`src/rtl/exibe_sequencia.sv`:
```
`default_nettype none
// ============================================================================
// exibe_sequencia : plays ROM entries 0..rodada on the LEDs, each lit for
//                   TEMPO_ACESO cycles followed by TEMPO_APAGADO dark cycles.
// Revision 1.0
// ============================================================================
module exibe_sequencia #(
    parameter int TEMPO_ACESO   = 1000,
    parameter int TEMPO_APAGADO = 500
) (
    input  logic       clock,
    input  logic       reset,
    input  logic       iniciar,
    input  logic       parar,
    input  logic [3:0] rodada,
    input  logic [3:0] dado,
    output logic [3:0] endereco,
    output logic [3:0] leds,
    output logic       ocupado,
    output logic       pronto,
    output logic [3:0] db_estado,
    output logic [3:0] db_indice
);

    localparam int TEMPO_MAX = (TEMPO_ACESO > TEMPO_APAGADO) ? TEMPO_ACESO : TEMPO_APAGADO;
    localparam int CW        = $clog2(TEMPO_MAX) + 1;
    localparam logic [CW-1:0] FIM_ACESO   = CW'(TEMPO_ACESO - 1);
    localparam logic [CW-1:0] FIM_APAGADO = CW'(TEMPO_APAGADO - 1);

    typedef enum logic [3:0] {
        OCIOSO   = 4'd0,
        ENDERECA = 4'd1,
        ESPERA   = 4'd2,
        ACESO    = 4'd3,
        APAGADO  = 4'd4,
        FINAL    = 4'd5
    } estado_t;

    estado_t       estado_q, estado_d;
    logic [3:0]    indice_q, indice_d;
    logic [3:0]    rodada_q, rodada_d;
    logic [3:0]    leds_q, leds_d;
    logic [CW-1:0] cont_q, cont_d;
    logic          pronto_q, pronto_d;

    always_ff @(posedge clock or negedge reset) begin
        if (!reset) begin
            estado_q <= OCIOSO;
            indice_q <= 4'd0;
            rodada_q <= 4'd0;
            leds_q   <= 4'd0;
            cont_q   <= '0;
            pronto_q <= 1'b0;
        end else begin
            estado_q <= estado_d;
            indice_q <= indice_d;
            rodada_q <= rodada_d;
            leds_q   <= leds_d;
            cont_q   <= cont_d;
            pronto_q <= pronto_d;
        end
    end

    always_comb begin
        estado_d = estado_q;
        indice_d = indice_q;
        rodada_d = rodada_q;
        leds_d   = leds_q;
        cont_d   = cont_q;

        case (estado_q)
            OCIOSO: begin
                leds_d   = 4'd0;
                indice_d = 4'd0;
                cont_d   = '0;
                if (iniciar) begin
                    rodada_d = rodada;
                    estado_d = ENDERECA;
                end
            end
            ENDERECA: begin
                estado_d = ESPERA;
            end
            ESPERA: begin
                // ROM word for indice_q is valid now, one cycle after the address
                leds_d   = dado;
                cont_d   = '0;
                estado_d = ACESO;
            end
            ACESO: begin
                if (cont_q == FIM_ACESO) begin
                    leds_d   = 4'd0;
                    cont_d   = '0;
                    estado_d = APAGADO;
                end else begin
                    cont_d = cont_q + CW'(1);
                end
            end
            APAGADO: begin
                if (cont_q == FIM_APAGADO) begin
                    cont_d = '0;
                    // indice never exceeds rodada_q, so it cannot wrap past 15
                    if (indice_q == rodada_q) begin
                        estado_d = FINAL;
                    end else begin
                        indice_d = indice_q + 4'd1;
                        estado_d = ENDERECA;
                    end
                end else begin
                    cont_d = cont_q + CW'(1);
                end
            end
            FINAL: begin
                indice_d = 4'd0;
                estado_d = OCIOSO;
            end
            default: begin
                leds_d   = 4'd0;
                indice_d = 4'd0;
                cont_d   = '0;
                estado_d = OCIOSO;
            end
        endcase

        if (parar) begin
            leds_d   = 4'd0;
            indice_d = 4'd0;
            cont_d   = '0;
            estado_d = OCIOSO;
        end

        pronto_d = (estado_d == FINAL);
    end

    assign endereco  = indice_q;
    assign leds      = leds_q;
    assign ocupado   = (estado_q != OCIOSO);
    assign pronto    = pronto_q;
    assign db_estado = estado_q;
    assign db_indice = indice_q;

endmodule
`default_nettype wire

```
`config.mk`:
```
export PLATFORM = sky130hd
export DESIGN_NAME = exibe_sequencia
export DESIGN_NICKNAME = d
export VERILOG_FILES = /design/src/rtl/exibe_sequencia.sv
export SDC_FILE = /design/constraint.sdc
export NUM_CORES = 1
export LEC_CHECK = 0
export CORE_MARGIN = 2
export CORE_UTILIZATION = 55
export DETAILED_ROUTE_END_ITERATION = 8
export PLACE_DENSITY = 0.9
export SYNTH_ARGS = -nofsm -noshare
export SYNTH_HDL_FRONTEND = slang
export SYNTH_SLANG_ARGS = --single-unit
export TNS_END_PERCENT = 1
```
`constraint.sdc`:
```
create_clock -name clock -period 3.65 [get_ports clock]
set_clock_uncertainty 0.2 [all_clocks]
set_input_delay 0.5475 -clock clock [delete_from_list [all_inputs] [get_ports clock]]
set_output_delay 0.5475 -clock clock [all_outputs]
set_load 0.03 [all_outputs]
```
==> flow_summary.json, run 1 <==
{
  "routabilityCongestion": 0.814,
  "r2r.worst_path.cells": 6,
  "critPathSlowestCell": "clkdlybuf4s50_1",
  "worst_slew_margin_rel_pct": 35.6,
  "finalMaxSlewViolations": 0,
  "first_global_vias": 1312,
  "ff_latch_area_um2": 701,
  "buffers_from_clock_root_to_sink_at_most": 2,
  "dr_total_vias": 1311,
  "htreeDepth": 1,
  "worst_hold_path_endpoint": "leds[0]",
  "grt_antenna_before_repair": 0,
  "layout_worst_path_cycle_share_pct": 71.2,
  "critPathLaunchType": "flop",
  "lkg_pwr_nw": 0.767,
  "synth_sequential_area_ratio_pct": 45.0,
  "numClockSinks": 28,
  "hold_path.class": "reg -> reg",
  "drt_drc_violations_left": 0,
  "die-area_mm2": 0.00327,
  "cts_hold_buf": 0,
  "grt_overflow": 0,
  "run_status": "completed",
  "cts_made_buffers": 3,
  "utilization_pct": 68.4,
  "floorplan.initialDensity_pct": 57.4,
  "route.final.wire_length_um": 3490,
  "path_clk_slew_ps": 140,
  "cts-resized-gates": 0,
  "worstReg2RegStart": "cont_q[0]",
  "drt_iter0_drc": 57,
  "grt_setup_unrepaired": "false",
  "cts_setup_buffers": 0,
  "worst_ir_drop_vdd_mv": 0.251,
  "syn_area_per_cell_um2": 10.1,
  "post_synth_num_cell_types": 43,
  "multi_input_comb_area_um2": 786,
  "cpPeakStageDelay_ps": 660,
  "io-pin-count": 30,
  "preCtsSetupSlack_ps": 1020,
  "cap_viol_max_count": 0,
  "dp.final_hpwl_um": 2540,
  "site_rows": 19,
  "tritoncts": "done",
  "worst-slew-pin-transition_ps": 953,
  "synth_edf_count": 0,
  "syn-cell-area_mm2": 0.00156,
  "cts-root-buf": "clkbuf_4",
  "synth-seq-cells": 28,
  "setup_ws_ps": 1050,
  "crit_chain": "nor2_1, nand2_1, clkdlybuf4s50_1",
  "final_number_of_setup_violating_endpoints": 0,
  "grt_max_degree": 29,
  "worstPathRequired_ps": 2900,
  "regToRegEndpoint": "cont_q[2]",
  "syn_nets": 168,
  "chipWidth_um": 57.2,
  "crit_type": "reg -> out",
  "power.density_cell_area_mw_per_mm2": 271,
  "fin_tns_setup_ps": 0,
  "avgRoutedWirePerCell_um": 16.8,
  "worstSkewPairLatency_ps": 320,
  "antennaDiodeCount": 0,
  "synth_ff_type": "dfrtp_1",
  "cp_top_family": "buffers and inverters",
  "syn2layout_area_growth_pct": 19.1,
  "ff2ff_setup_slack_ps": 1180,
  "critical_path_peak_fanout": 11,
  "worstHoldPathCells": 1,
  "portBuffers": 29,
  "globalRouteTotalUtil_pct": 23.3,
  "syn_inst": 154,
  "worstSetupStartpoint": "db_estado[0]",
  "total_core_area_mm2": 0.00271,
  "asyncSetResetFlopFracSynth_pct": 100,
  "grt_first_pass_wirelength_um": 5980,
  "finalCriticalPeriod_ps": 2600,
  "number_of_inserted_filler_cells_in_the_final_layout": 227,
  "fmaxAchievable_mhz": 385,
  "arrival_time_of_data_at_the_critical_path_endpoint_ps": 1850,
  "drt-vias-per-instance": 6.30,
  "firstDrtPassIters": 4,
  "timing.hold.worst.start": "leds[0]",
  "drive_gt1_share_pct": 10.2,
  "critPathBufInv": 1,
  "floorplan.die.height_um": 57.2,
  "hold_viol": 0,
  "yosys_warnings": 0,
  "critPathCaptureType": "output port",
  "detail-route-antenna-nets": 0,
  "final_net_count": 193
}
## placed cells by master (no fill, tap or decap), types with 2 or more instances in the layout
master | Yosys | routed
clkbuf_4 | 0 | 3
nor3b_1 | 2 | 2
inv_1 | 2 | 2
and3_1 | 3 | 3
mux2_2 | 4 | 4
a21o_2 | 2 | 2
xnor2_1 | 4 | 4
a22o_1 | 5 | 5
a21oi_1 | 11 | 11
dfrtp_1 | 28 | 28
ha_1 | 2 | 2
a21o_1 | 4 | 4
nand3_1 | 5 | 5
and3_2 | 2 | 2
nand3b_1 | 2 | 2
o21ai_0 | 15 | 15
nor3_1 | 4 | 4
nand4_1 | 3 | 3
or3_1 | 3 | 3
clkdlybuf4s50_1 | 0 | 29
nor4_1 | 2 | 2
nand2_1 | 11 | 11
nor2_1 | 6 | 6
or4_1 | 2 | 2
a31oi_1 | 6 | 6
nand4b_1 | 2 | 2
## per-layer routing
| metal | routed length (um) | global-route usage (%) |
|---|---|---|
| met5 | 0 | 0 |
| met4 | 52 | 8.31 |
| met3 | 135 | 2.72 |
| met2 | 1780 | 41.2 |
| met1 | 1520 | 29.4 |
## worst register-to-register path: stages, from the launching register on
cell and delay, ps:
dfrtp_1 450, ha_1 280, nand4b_1 180, o41ai_2 510
a21o_1 410, o21ai_0 160, a21o_1 200
## report_power, final
group | leakage, nW | switching, mW | internal [mW]
sequential | 0.380 | 0.00836 | 0.318
combinational | 0.373 | 0.0223 | 0.0269
clock | 0.0138 | 0.0875 | 0.0388
## through the flow
step,hold slack [ps],power [mW],area (um^2),cells
after floorplan,51.9,0.355,1560,154
final,328,0.502,1850,208
after global placement,291,0.380,1830,205
after global routing,348,0.521,1850,208
after detailed placement,295,0.382,1830,205
after CTS,334,0.511,1850,208
## logic make-up (layout without fill, tap and decap cells)
kind of cell	after synthesis	count (layout)	synth area share [%]
other	1	1	0.241
muxes	4	4	2.89
buffers and inverters	12	35	4.50
AOI/OAI and AO/OA	48	48	19.6
xor gates and xnor gates	4	4	2.25
adders and majority gates	2	2	1.61
and+or+nand+nor	55	55	23.9
DFF	28	28	45.0
## worst max-delay path by stage
stage / slack [ps] / endpoint / depth (start not counted)
floorplan: 1550 / cont_q[9] / 6
global placement: 1110 / cont_q[4] / 5
detailed placement: 1020 / cont_q[4] / 5
CTS: 1030 / ocupado / 3
global route: 920 / ocupado / 3
finish: 1050 / ocupado / 3
## cell usage after synthesis, types with 2 or more instances
cell      instances  area (um^2)
buf_2             2         10.0
inv_1             2         7.51
ha_1              2         25.0
clkbuf_1          2         7.51
xnor2_1           4         35.0
a31oi_1           6         37.5
nand4_1           3         18.8
a21o_1            4         30.0
o21ai_0          15         75.1
nor2_1            6         22.5
and3_1            3         18.8
a22o_1            5         43.8
dfrtp_1          28          701
buf_4             4         30.0
a21oi_1          11         55.1
nand4b_1          2         17.5
or4_1             2         15.0
nand2_1          11         41.3
nand3b_1          2         15.0
mux2_2            4         45.0
nor3b_1           2         15.0
nor3_1            4         20.0
or3_1             3         18.8
and3_2            2         15.0
a21o_2            2         17.5
nor4_1            2         12.5
nand3_1           5         25.0
## cell type report
type | count | area share [%]
inverters | 2 | 0.405
repair buffers | 30 | 16.1
clock buffers | 3 | 1.22
well taps | 31 | 2.09
multi-input cells | 114 | 42.4
flip-flops and latches | 28 | 37.8
## flip-flops by register name (all words and copies together), names as in the netlist
register   flops
cont_q        11
pronto         1
rodada_q       4
leds           4
db_estado      4
db_indice      4
Note: power is estimated with default switching activity, not from simulation.
==> inputs of run 2 (changes only) <==
- CORE_UTILIZATION: 55 -> 51
- PLACE_DENSITY: 0.9 -> 0.85
- clock period: 3.65 -> 2.7 ns (I/O delays scaled with it)
==> flow_summary.json, run 2 (synthesized netlist as in run 1, its figures left out) <==
{
  "firstDrtPassIters": 4,
  "final_net_count": 194,
  "worstPathRequired_ps": 2100,
  "cts_setup_buffers": 0,
  "site_rows": 20,
  "cts-root-buf": "clkbuf_4",
  "buffers_from_clock_root_to_sink_at_most": 2,
  "critPathCaptureType": "output port",
  "finalCriticalPeriod_ps": 2410,
  "arrival_time_of_data_at_the_critical_path_endpoint_ps": 1810,
  "floorplan.initialDensity_pct": 52.3,
  "worst-slew-pin-transition_ps": 565,
  "globalRouteTotalUtil_pct": 19.8,
  "numClockSinks": 28,
  "path_clk_slew_ps": 150,
  "drt_iter0_drc": 25,
  "dp.final_hpwl_um": 2430,
  "layout_worst_path_cycle_share_pct": 89.4,
  "avgRoutedWirePerCell_um": 15.1,
  "total_core_area_mm2": 0.00298,
  "cts_hold_buf": 0,
  "route.final.wire_length_um": 3210,
  "grt_antenna_before_repair": 0,
  "tritoncts": "done",
  "cts_made_buffers": 3,
  "dr_total_vias": 1281,
  "io-pin-count": 30,
  "cap_viol_max_count": 0,
  "die-area_mm2": 0.00351,
  "fmaxAchievable_mhz": 414,
  "power.density_cell_area_mw_per_mm2": 411,
  "detail-route-antenna-nets": 0,
  "cts-resized-gates": 0,
  "hold_path.class": "in -> async",
  "antennaDiodeCount": 0,
  "total_power_uw": 778,
  "layout.cells.most_common_list": "clkdlybuf4s50_1, dfrtp_1, o21ai_0",
  "grt_overflow": 0,
  "grt_setup_unrepaired": "false",
  "portBuffers": 29,
  "crit_type": "reg -> out",
  "register_ranked_first_by_flip_flop_count": "cont_q",
  "floorplan.die.height_um": 59.2,
  "grt_first_pass_wirelength_um": 5290,
  "r2r.worst_path.cells": 6,
  "fin_tns_setup_ps": 0,
  "drt_drc_violations_left": 0,
  "critical_path_peak_fanout": 11,
  "layout_commonest_cell": "clkdlybuf4s50_1",
  "worstSkewPairLatency_ps": 320,
  "worst_ir_drop_vdd_mv": 0.275,
  "chipWidth_um": 59.2,
  "first_global_vias": 1254,
  "worst_slew_margin_rel_pct": 62.0,
  "routabilityCongestion": 0.836,
  "syn2layout_area_growth_pct": 21.6,
  "run_status": "completed",
  "grt_max_degree": 29,
  "drive_gt1_share_pct": 11.2,
  "final_number_of_setup_violating_endpoints": 0,
  "critPathLaunchType": "flop",
  "finalMaxSlewViolations": 0,
  "hold_viol": 0,
  "htreeDepth": 1,
  "lkg_pwr_nw": 0.786,
  "largest_register_ff_count": 11,
  "drt-vias-per-instance": 6.04
}
-- run 2: changes by cell type in the layout (fill, tap and decap cells not counted), sizes merged --
cell	previous run	this run
buf	1	2
bufinv	0	1
-- run 2: per-stage QoR --
step	std cells	util [%]	hold WS (ps)	instance area [um^2]	worst slack, ps
2_1_floorplan	154	-	-90.6	1560	599
3_3_place_gp	208	61.8	290	1840	469
3_5_place_dp	208	61.8	296	1840	400
4_1_cts	212	63.6	239	1890	270
5_1_grt	212	63.6	266	1890	153
6_report	212	63.6	236	1890	286
-- run 2: final cells by class --
| cell class | count | area, um^2 |
|---|---|---|
| Timing Repair Buffer | 31 | 305 |
| Clock buffer | 3 | 22.5 |
| Inverter | 2 | 7.51 |
| Multi-Input combinational cell | 114 | 786 |
| Clock inverter | 1 | 30.0 |
| Fill cell | 235 | 1080 |
| Sequential cell | 28 | 701 |
| Tap cell | 33 | 41.3 |
-- run 2: per-layer routing --
metal / vias to the layer above / GRT usage [%] / wire length (um)
li1: 631 / - / -
met1: 616 / 22.4 / 1390
met2: 32 / 35.8 / 1650
met3: 2 / 3.49 / 143
met4: 0 / 8.77 / 23
met5: - / 0 / 0
-- run 2: worst paths after layout --
kind,startpoint,end,slack [ps]
min in group clock,leds[0],leds[0],320
min reg2reg,leds[0],leds[0],320
max,db_estado[0],ocupado,290
max in group asynchronous,reset,db_estado[0],1800
min,reset,rodada_q[1],240
max reg2reg,cont_q[0],cont_q[7],360
-- run 2: where the power goes --
part,internal (mW),switching [mW],leakage (nW)
registers,0.430,0.0104,0.380
logic,0.0365,0.0307,0.379
clock network,0.150,0.120,0.0279
total,0.617,0.161,0.786
-- run 2: worst max-delay path, stage by stage, from the launching register on --
cell	delay, ps
dfrtp_1	520
nor2_1	280
nand2_1	90
clkdlybuf4s50_1	600
